--- config.mk ---
export PLATFORM = sky130hd
export DESIGN_NAME = maze_move_gate
export DESIGN_NICKNAME = d
export VERILOG_FILES = /design/src/rtl/maze_move_gate_pkg.sv /design/src/rtl/maze_move_gate_tile_divider.sv /design/src/rtl/maze_move_gate.sv
export SDC_FILE = /design/constraint.sdc
export NUM_CORES = 1
export LEC_CHECK = 0
export BUFFER_PORTS_ARGS = -buffer_cell sky130_fd_sc_hd__buf_2
export CORE_AREA = 2 2 101 103
export CTS_BUF_LIST = sky130_fd_sc_hd__clkbuf_16
export DETAILED_ROUTE_END_ITERATION = 6
export DIE_AREA = 0 0 103 105
export PLACE_DENSITY_LB_ADDON = 0.3
export SETUP_SLACK_MARGIN = 0.4
export SYNTH_ARGS = -nofsm -noshare
export SYNTH_HDL_FRONTEND = slang
export SYNTH_HIERARCHICAL = 1
export SYNTH_SLANG_ARGS = --single-unit
--- constraint.sdc ---
create_clock -name slowClk -period 3.9 [get_ports slowClk]
set_input_delay 0.195 -clock slowClk [delete_from_list [all_inputs] [get_ports slowClk]]
set_output_delay 0.195 -clock slowClk [all_outputs]
set_load 0.02 [all_outputs]
--- src/rtl/maze_move_gate_pkg.sv ---
// Shared maze constants: default tile geometry, tile-type codes and the
// movement-gate state encoding. Used by the gate, the player and the renderer.
package maze_move_gate_pkg;

    localparam int DEF_TILE     = 12;
    localparam int DEF_H_ORIGIN = 128;
    localparam int DEF_V_ORIGIN = 12;
    localparam int DEF_COLS     = 32;
    localparam int DEF_ROWS     = 38;
    localparam int DEF_AW       = 11;

    localparam logic [1:0] TILE_FLOOR  = 2'd0;
    localparam logic [1:0] TILE_WALL   = 2'd1;
    localparam logic [1:0] TILE_HAZARD = 2'd2;
    localparam logic [1:0] TILE_GOAL   = 2'd3;

    typedef enum logic [3:0] {
        IDLE     = 4'd0,
        DIV_H    = 4'd1,
        DIV_V    = 4'd2,
        RD_UP    = 4'd3,
        RD_DOWN  = 4'd4,
        RD_LEFT  = 4'd5,
        RD_RIGHT = 4'd6,
        RD_SELF  = 4'd7,
        DONE     = 4'd8
    } state_t;

endpackage

--- src/rtl/maze_move_gate_tile_divider.sv ---
// Repeated-subtract pixel-to-tile converter: start loads the dividend, then
// one TILE is subtracted per cycle until the remainder drops below TILE.
module tile_divider
    import maze_move_gate_pkg::*;
#(
    parameter int TILE = DEF_TILE,
    parameter int W    = 10
) (
    input  logic         clk,
    input  logic         rst,
    input  logic         start,
    input  logic [W-1:0] dividend,
    output logic [W-1:0] quotient,
    output logic [W-1:0] remainder,
    output logic         done
);

    localparam logic [W-1:0] TILE_W = W'(TILE);

    // done is purely a remainder test so the caller may restart in the same cycle
    assign done = remainder < TILE_W;

    always_ff @(posedge clk) begin
        if (rst) begin
            remainder <= '0;
            quotient  <= '0;
        end else if (start) begin
            remainder <= dividend;
            quotient  <= '0;
        end else if (remainder >= TILE_W) begin
            remainder <= remainder - TILE_W;
            quotient  <= quotient + 1'b1;
        end
    end

endmodule

--- src/rtl/maze_move_gate.sv ---
// Converts the player's pixel position to a maze tile, reads its four
// neighbours and its own tile from the map ROM, and publishes move enables.
module maze_move_gate
    import maze_move_gate_pkg::*;
#(
    parameter int TILE     = DEF_TILE,
    parameter int H_ORIGIN = DEF_H_ORIGIN,
    parameter int V_ORIGIN = DEF_V_ORIGIN,
    parameter int COLS     = DEF_COLS,
    parameter int ROWS     = DEF_ROWS,
    parameter int AW       = DEF_AW
) (
    input  logic          slowClk,
    input  logic          rst,
    input  logic [9:0]    hPos,
    input  logic [9:0]    vPos,
    output logic          map_rd,
    output logic [AW-1:0] map_addr,
    input  logic [1:0]    map_data,
    output logic          upEnable,
    output logic          downEnable,
    output logic          leftEnable,
    output logic          rightEnable,
    output logic          playerDisable,
    output logic          hazard_hit,
    output logic          busy,
    output logic [3:0]    fsm_state
);

    localparam int CW = $clog2(COLS);
    localparam int RW = $clog2(ROWS);
    localparam logic [9:0] H_O    = 10'(H_ORIGIN);
    localparam logic [9:0] V_O    = 10'(V_ORIGIN);
    localparam logic [9:0] COLS_Q = 10'(COLS);
    localparam logic [9:0] ROWS_Q = 10'(ROWS);

    state_t        state, state_next;
    logic [9:0]    last_h, last_v;
    logic [CW-1:0] col;
    logic [RW-1:0] row;
    logic          moved, off_grid, abort;
    logic          div_start, div_done;
    logic [9:0]    div_dividend, div_q, div_rem;
    logic          rd_pend, up_open, down_open, left_open, right_open;

    assign moved     = (hPos != last_h) || (vPos != last_v);
    assign off_grid  = (hPos < H_O) || (vPos < V_O);
    assign fsm_state = state;

    function automatic logic [AW-1:0] addr_of(input int r, input int c);
        return AW'(r * COLS + c);
    endfunction

    tile_divider #(.TILE(TILE), .W(10)) u_div (
        .clk       (slowClk),
        .rst       (rst),
        .start     (div_start),
        .dividend  (div_dividend),
        .quotient  (div_q),
        .remainder (div_rem),
        .done      (div_done)
    );

    always_ff @(posedge slowClk) begin
        if (rst) state <= IDLE;
        else     state <= state_next;
    end

    always_comb begin
        state_next   = state;
        div_start    = 1'b0;
        div_dividend = '0;
        abort        = 1'b0;
        map_rd       = 1'b0;
        map_addr     = '0;
        case (state)
            IDLE: if (moved && !off_grid) begin
                div_start    = 1'b1;
                div_dividend = hPos - H_O;
                state_next   = DIV_H;
            end
            DIV_H: if (div_done) begin
                if (div_rem != '0 || div_q >= COLS_Q) begin
                    abort      = 1'b1;
                    state_next = IDLE;
                end else begin
                    div_start    = 1'b1;
                    div_dividend = last_v - V_O;
                    state_next   = DIV_V;
                end
            end
            DIV_V: if (div_done) begin
                if (div_rem != '0 || div_q >= ROWS_Q) begin
                    abort      = 1'b1;
                    state_next = IDLE;
                end else begin
                    state_next = RD_UP;
                end
            end
            // Neighbours outside the grid issue no read and later count as wall
            RD_UP: begin
                map_rd = (row != '0);
                if (map_rd) map_addr = addr_of(int'(row) - 1, int'(col));
                state_next = RD_DOWN;
            end
            RD_DOWN: begin
                map_rd = (int'(row) + 1 < ROWS);
                if (map_rd) map_addr = addr_of(int'(row) + 1, int'(col));
                state_next = RD_LEFT;
            end
            RD_LEFT: begin
                map_rd = (col != '0);
                if (map_rd) map_addr = addr_of(int'(row), int'(col) - 1);
                state_next = RD_RIGHT;
            end
            RD_RIGHT: begin
                map_rd = (int'(col) + 1 < COLS);
                if (map_rd) map_addr = addr_of(int'(row), int'(col) + 1);
                state_next = RD_SELF;
            end
            RD_SELF: begin
                map_rd     = 1'b1;
                map_addr   = addr_of(int'(row), int'(col));
                state_next = DONE;
            end
            DONE:    state_next = IDLE;
            default: state_next = IDLE;
        endcase
    end

    always_ff @(posedge slowClk) begin
        if (rst) begin
            last_h        <= '1;
            last_v        <= '1;
            col           <= '0;
            row           <= '0;
            busy          <= 1'b0;
            upEnable      <= 1'b0;
            downEnable    <= 1'b0;
            leftEnable    <= 1'b0;
            rightEnable   <= 1'b0;
            playerDisable <= 1'b0;
            hazard_hit    <= 1'b0;
            rd_pend       <= 1'b0;
            up_open       <= 1'b0;
            down_open     <= 1'b0;
            left_open     <= 1'b0;
            right_open    <= 1'b0;
        end else begin
            hazard_hit <= 1'b0;
            rd_pend    <= map_rd;
            if (state == IDLE && moved) begin
                last_h      <= hPos;
                last_v      <= vPos;
                busy        <= !off_grid;
                upEnable    <= 1'b0;
                downEnable  <= 1'b0;
                leftEnable  <= 1'b0;
                rightEnable <= 1'b0;
            end
            if (abort) busy <= 1'b0;
            if (state == DIV_H && div_done) col <= CW'(div_q);
            if (state == DIV_V && div_done) row <= RW'(div_q);
            // Each read state captures the answer to the previous state's read
            case (state)
                RD_DOWN:  up_open    <= rd_pend && (map_data != TILE_WALL);
                RD_LEFT:  down_open  <= rd_pend && (map_data != TILE_WALL);
                RD_RIGHT: left_open  <= rd_pend && (map_data != TILE_WALL);
                RD_SELF:  right_open <= rd_pend && (map_data != TILE_WALL);
                DONE: begin
                    upEnable    <= up_open;
                    downEnable  <= down_open;
                    leftEnable  <= left_open;
                    rightEnable <= right_open;
                    busy        <= 1'b0;
                    hazard_hit  <= (map_data == TILE_HAZARD);
                    if (map_data == TILE_GOAL) playerDisable <= 1'b1;
                end
                default: ;
            endcase
        end
    end

endmodule
== Yosys cells after proc, flatten, opt, wreduce, memory -nomap -nowiden ==
Cells that the tools add are included.

* Register bits after elaboration: 67
* Word-level logic and storage cells: 110

* Add/sub/neg operators: 13
* Order comparisons: 8
* Equal/unequal tests: 16
* Mux-type cells: 32
* Bitwise gates (word level): 1
* Reduce and logical (&&, ||, !) cells: 21

{| class="wikitable"
|+ Operator list
! cell !! number
|-
| case mux 11 bit (5 select lines) || 1
|-
| two-way mux 10 bit || 5
|-
| two-way mux 11 bit || 4
|-
| adder 11 x 6 -> 11 bit || 3
|-
| < comparator 32 x 7 -> 1 bit (second input constant) || 1
|-
| case mux 4 bit (8 select lines) || 1
|-
| adder 11 x 5 -> 11 bit || 2
|-
| >= comparator 10 x 6 -> 1 bit (second input constant) || 2
|-
| < comparator 10 x 4 -> 1 bit (second input constant) || 2
|-
| inequality test 10 bit || 2
|-
| case mux 10 bit (2 select lines) || 1
|-
| subtractor 10 x 4 -> 10 bit (second input constant) || 2
|-
| == test 4 x 3 -> 1 bit (second input constant) || 4
|-
| two-way mux 1 bit || 12
|-
| two-way mux 4 bit || 3
|-
| adder 10 x 1 -> 10 bit (second input constant) || 1
|-
| >= comparator 10 x 4 -> 1 bit (second input constant) || 1
|-
| < comparator 10 x 8 -> 1 bit (second input constant) || 1
|-
| nonzero test 10 bit || 1
|-
| subtractor 10 x 8 -> 10 bit (second input constant) || 1
|-
| == test 4 x 2 -> 1 bit (second input constant) || 2
|-
| adder 6 x 1 -> 7 bit (second input constant) || 1
|-
| < comparator 7 x 6 -> 1 bit (second input constant) || 1
|-
| adder 5 x 1 -> 6 bit (second input constant) || 1
|-
| 22 further kinds || 36
|}

== Logic depth before layout (Yosys ltp) ==
* Depth after elaboration: 7
* Depth in mapped cells: 12
* Depth with buffers taken out: 11

== Cells and area by module ==
Netlist, hierarchy kept.

{| class="wikitable"
|+ Modules (own cells, without submodules)
! module !! times used !! cells each !! area each (sq um) !! seq. area each (sq um)
|-
| maze_move_gate || 1 || 420 || 3,303.2 || 940.9
|-
| tile_divider || 1 || 106 || 964.7 || 400.4
|}

== Worst setup path before layout ==
No wires, ideal clock.

* Path type: flip-flop to flip-flop
* Start point: register u_div.remainder[2]
* End point: register u_div.remainder[9]
* Setup time: 0.114 ns
* Arrival: 2.897 ns
* Data required time: 3.786 ns
* Setup slack: 0.888 ns
* Stages on the path, launching flop included: 11
* Cells stage by stage: dfxtp_1 -> ha_1 -> or4_4 -> buf_6 -> nor2_4 -> nand3_1 -> or3_1 -> nand2_1 -> clkbuf_1 -> nor3_1 -> a2111oi_0

* Elaborated cells between the ends (all ways): 14
* Classes of those cells: add/sub (1); order compare (2); mux (8); reduce/logical (3)

{| class="wikitable"
|+ RTL lines
! item !! RTL line !! text
|-
| start: declaration || maze_move_gate_tile_divider.sv:14 || <nowiki>output logic [W-1:0] remainder,</nowiki>
|-
| start signal: assignment || maze_move_gate_tile_divider.sv:28 || <nowiki>remainder <= dividend;</nowiki>
|-
| start signal: assignment || maze_move_gate_tile_divider.sv:31 || <nowiki>remainder <= remainder - TILE_W;</nowiki>
|-
| < comparator 10 x 4 -> 1 bit (*) || maze_move_gate_tile_divider.sv:21 || <nowiki>assign done = remainder < TILE_W;</nowiki>
|-
| named net div_done || maze_move_gate.sv:42 || <nowiki>logic div_start, div_done;</nowiki>
|-
| two-way mux 1 bit (*) || maze_move_gate.sv:82 || <nowiki>DIV_H: if (div_done) begin</nowiki>
|-
| case mux 1 bit (2 select lines) (*) || maze_move_gate.sv:76 || <nowiki>case (state)</nowiki>
|-
| named net div_start || maze_move_gate.sv:42 ||
|-
| two-way mux 10 bit / nonzero test 2 bit (equally long branches) || -- ||
|}

Mark *: on every way through the listed nets, which the timed path passes. The rest lies on a longest branch. The select of a mux whose other input is x is not followed.
A chain may end at the register's enable or synchronous reset.

== Worst setup path after layout ==
* Start point: register row[1]
* End point: output map_addr[4]

* Word-level cells in the longest chain between the ends: 4
* Elaborated cells between the ends (all ways): 6
* Classes of those cells: add/sub (1); order compare (1); mux (3); reduce/logical (1)

{| class="wikitable"
|+ RTL lines
! item !! RTL line !! text
|-
| start: declaration || maze_move_gate.sv:40 || <nowiki>logic [RW-1:0] row;</nowiki>
|-
| start signal: assignment || maze_move_gate.sv:163 || <nowiki>if (state == DIV_V && div_done) row <= RW'(div_q);</nowiki>
|-
| adder 6 x 1 -> 7 bit || -- ||
|-
| < comparator 7 x 6 -> 1 bit || maze_move_gate.sv:107 || <nowiki>map_rd = (int'(row) + 1 < ROWS);</nowiki>
|-
| two-way mux 11 bit || maze_move_gate.sv:108 || <nowiki>if (map_rd) map_addr = addr_of(int'(row) + 1, int'(col));</nowiki>
|-
| case mux 11 bit (5 select lines) (*) || maze_move_gate.sv:76 ||
|-
| end: declaration || maze_move_gate.sv:18 || <nowiki>output logic [AW-1:0] map_addr,</nowiki>
|}

Every way passes the cells marked *; elsewhere a longest branch is shown, timed or not.

==> out/metrics.yaml <==
clkLatencyLatePin_ps: 330
grt_use_met2: 0.302
synth_flop_cell: "dfxtp_1"
die-width_microns: 103
avgSynthCellArea_sq_um: 8.11
min_path_cells: 2
cts.reportedPaths.clkPinSlew_ps: 50
layout_common_cells: "nor2_1, dfxtp_1, buf_2"
fp-row-count: 36
area_delta_synth_final_pct: 12.5
avgRoutedWirePerCell_microns: 14.9
grt.overflow.total: 0
rsz0062_at_grt: "false"
core_sq_mm: 0.00964
setup.worst_path.end_class: "primary output"
mappedNetlistArea_sq_mm: 0.00427
numPortBuffers: 46
r2r_start: "u_div/remainder[2]$_SDFFE_PP0P_"
die_area_sq_mm: 0.0108
ys_async_sr_fraction: 0
cp.required_ps: 3700
initial_core_util: 0.443
maxCapViolCount: 0
cp.arrival_ps: 2950
fin_tns_setup_ps: 0
clk_path_buf_depth: 2
n_fill_cell: 960
finalCriticalPeriod_ps: 3140
wl_microns: 10300
grt_pass1_wl_microns: 17300
start_kind: "register"
pin_count: 47
yosysWarnings: 6
syn_nets: 567
grtUsageMet3: 0.0348
gr-usage-met1: 0.268
worstPathMaxFanout: 9
ir_drop_v: 0.000336
drt-vias-per-instance: 5.68
power_leakage_nw: 1.93
vias: 3938
power_mw: 2.84
grt_max_degree: 49
numCtsBuffers: 9
r2r_slack_ps: 770
ys_seq_elements: 67
antenna_found_initial: 0
tightest_slew_ps: 1030
clock_skew_ps: 5.35
nNetsFinal: 597
ys_seq_area_frac: 0.314
status: "finished clean"
drt_iter0_markers: 270
postCtsSetupBuffers: 0
tritoncts: "yes"
final_cell_area_sq_mm: 0.00480
r2r-end: "u_div/remainder[7]$_SDFFE_PP0P_"
clock_sinks: 67
cts_root_buffer: "clkbuf_16"
slew_viol_final: 0
slew_headroom: 0.310
min_from: "map_data[0]"
max_freq_ghz: 0.318
hold_slack_ps: 50.0
h-tree-depth: 3
drc: 0
grt.total_usage: 0.197
holdCritPathClass: "in2reg"
placed_area_sq_mm: 0.00453
path_class: "reg2out"
place.gp.congestion: 0.865
drtPass1Iterations: 5
holdPathEnd: "hazard_hit$_SDFF_PP0_"
die_y_microns: 105
synth_edf_count: 0
drive_gt1_frac: 0.143
r2r_cells: 8
layout_commonest_cell: "nor2_1"
regArea_sq_mm: 0.00134
setup_viol: 0
grt_pass1_vias: 3642
multi_input_area_sq_mm: 0.00271
yosys.cell_types.count: 72
hold_violations: 0
fin_crit_sh: 0.805
power_density_mw_per_mm2: 592
gr-max-usage-layer: "met2"
ant_nets: 0
synthCells: 526
diodes: 0
hpwl_microns: 7330
-- worst max path at each step --
stage               slack (ps)                         endpoint                       startpoint  cells after the start
global placement           760  u_div/remainder[7]$_SDFFE_PP0P_  u_div/remainder[2]$_SDFFE_PP0P_                      8
detailed placement         640  u_div/remainder[7]$_SDFFE_PP0P_  u_div/remainder[2]$_SDFFE_PP0P_                      8
CTS                        630  u_div/remainder[7]$_SDFFE_PP0P_  u_div/remainder[2]$_SDFFE_PP0P_                      8
floorplan                  890  u_div/remainder[9]$_SDFFE_PP0P_  u_div/remainder[2]$_SDFFE_PP0P_                     10
finish                     760                      map_addr[4]              row[1]$_SDFFE_PP0P_                      9
global route               410  u_div/remainder[9]$_SDFFE_PP0P_  u_div/remainder[2]$_SDFFE_PP0P_                      8
-- timing repair --
action / CTS / global route
hold buffers: 0 / 0
setup endpoints to repair: 0 / 1
resized for setup: 0 / 1
-- sequential cells by signal, indices dropped and copies added (netlist names) --
signal           cells
last_h              10
hazard_hit           1
playerDisable        1
col                  5
u_div/remainder     10
rd_pend              1
upEnable             1
busy                 1
row                  6
left_open            1
right_open           1
fsm_state            4
rightEnable          1
leftEnable           1
downEnable           1
u_div/quotient      10
up_open              1
down_open            1
last_v              10
-- layout make-up --
type / instances / area share
clock buffers: 9 / 0.0469
clock inverters: 6 / 0.00729
inverters: 21 / 0.0164
multi-input cells: 409 / 0.564
flip-flops and latches: 67 / 0.279
well taps: 133 / 0.0346
repair buffers: 48 / 0.0511
-- report_power, final --
group / internal [mW] / total (mW) / switching, mW / leakage (nW)
combinational: 0.443 / 1.13 / 0.684 / 1.26
clock: 0.420 / 0.721 / 0.301 / 0.122
sequential: 0.821 / 0.994 / 0.173 / 0.548
-- routing by layer --
metal | part of all wire | wire length [microns]
met1 | 0.47 | 4870
met2 | 0.46 | 4740
met3 | 0.049 | 510
met4 | 0.019 | 191
met5 | 0 | 0
-- through the flow --
stage,utilization,worst slack [ps],instances
5_1_grt,0.498,412,693
3_5_place_dp,0.470,642,677
3_3_place_gp,0.470,756,677
6_report,0.498,759,693
2_1_floorplan,-,888,526
4_1_cts,0.497,628,692
-- cell usage after synthesis (2+ instances only) --
cell type	instances	share of area
o21ai_0	9	0.011
dfxtp_1	67	0.31
a311oi_1	3	0.0062
buf_2	3	0.0035
buf_4	4	0.0070
ha_1	16	0.047
xnor2_1	32	0.066
a21o_1	3	0.0053
nand4bb_1	2	0.0053
a2111oi_0	4	0.0082
a221o_1	2	0.0047
and3_1	3	0.0044
o21a_1	4	0.0070
nand2_1	28	0.025
a221oi_1	5	0.010
nor2b_1	2	0.0029
nor4_1	6	0.0088
mux2i_1	20	0.047
o22ai_1	8	0.012
a31oi_1	3	0.0044
buf_1	6	0.0053
nor2_1	75	0.066
a22o_1	6	0.012
nor3_1	39	0.046
o2111ai_1	3	0.0062
inv_1	20	0.018
nor4b_2	2	0.0070
or3_1	4	0.0059
a21oi_1	39	0.046
or4_1	2	0.0035
buf_6	4	0.011
nand4_1	7	0.010
and2_1	2	0.0029
o211ai_1	5	0.0088
clkbuf_1	13	0.011
o21ai_1	7	0.0082
xor2_1	16	0.033
o31ai_1	3	0.0053
a211oi_1	4	0.0070
nand3_1	13	0.015
-- logic make-up (layout without fill, tap and decap cells) --
kind of cell | Yosys count | after routing | share of synthesized area
AO/OA/AOI/OAI | 123 | 124 | 0.197
XOR/XNOR | 48 | 48 | 0.0985
buffers and inverters | 51 | 84 | 0.0563
flip-flops | 67 | 67 | 0.314
AND/OR/NAND/NOR | 198 | 198 | 0.230
adder cells (fa/ha/maj) | 18 | 18 | 0.0539
multiplexers | 21 | 21 | 0.0495
-- worst max-delay path, stage by stage, from the launching register on --
cell and delay (ps):
dfxtp_1 530, inv_1 210, ha_1 370, maj3_1 360
o22ai_1 150, nand2_1 80, a21oi_2 360, nor2_1 170
a32oi_1 190, buf_2 180
Note: power is estimated with default switching activity, not from simulation.
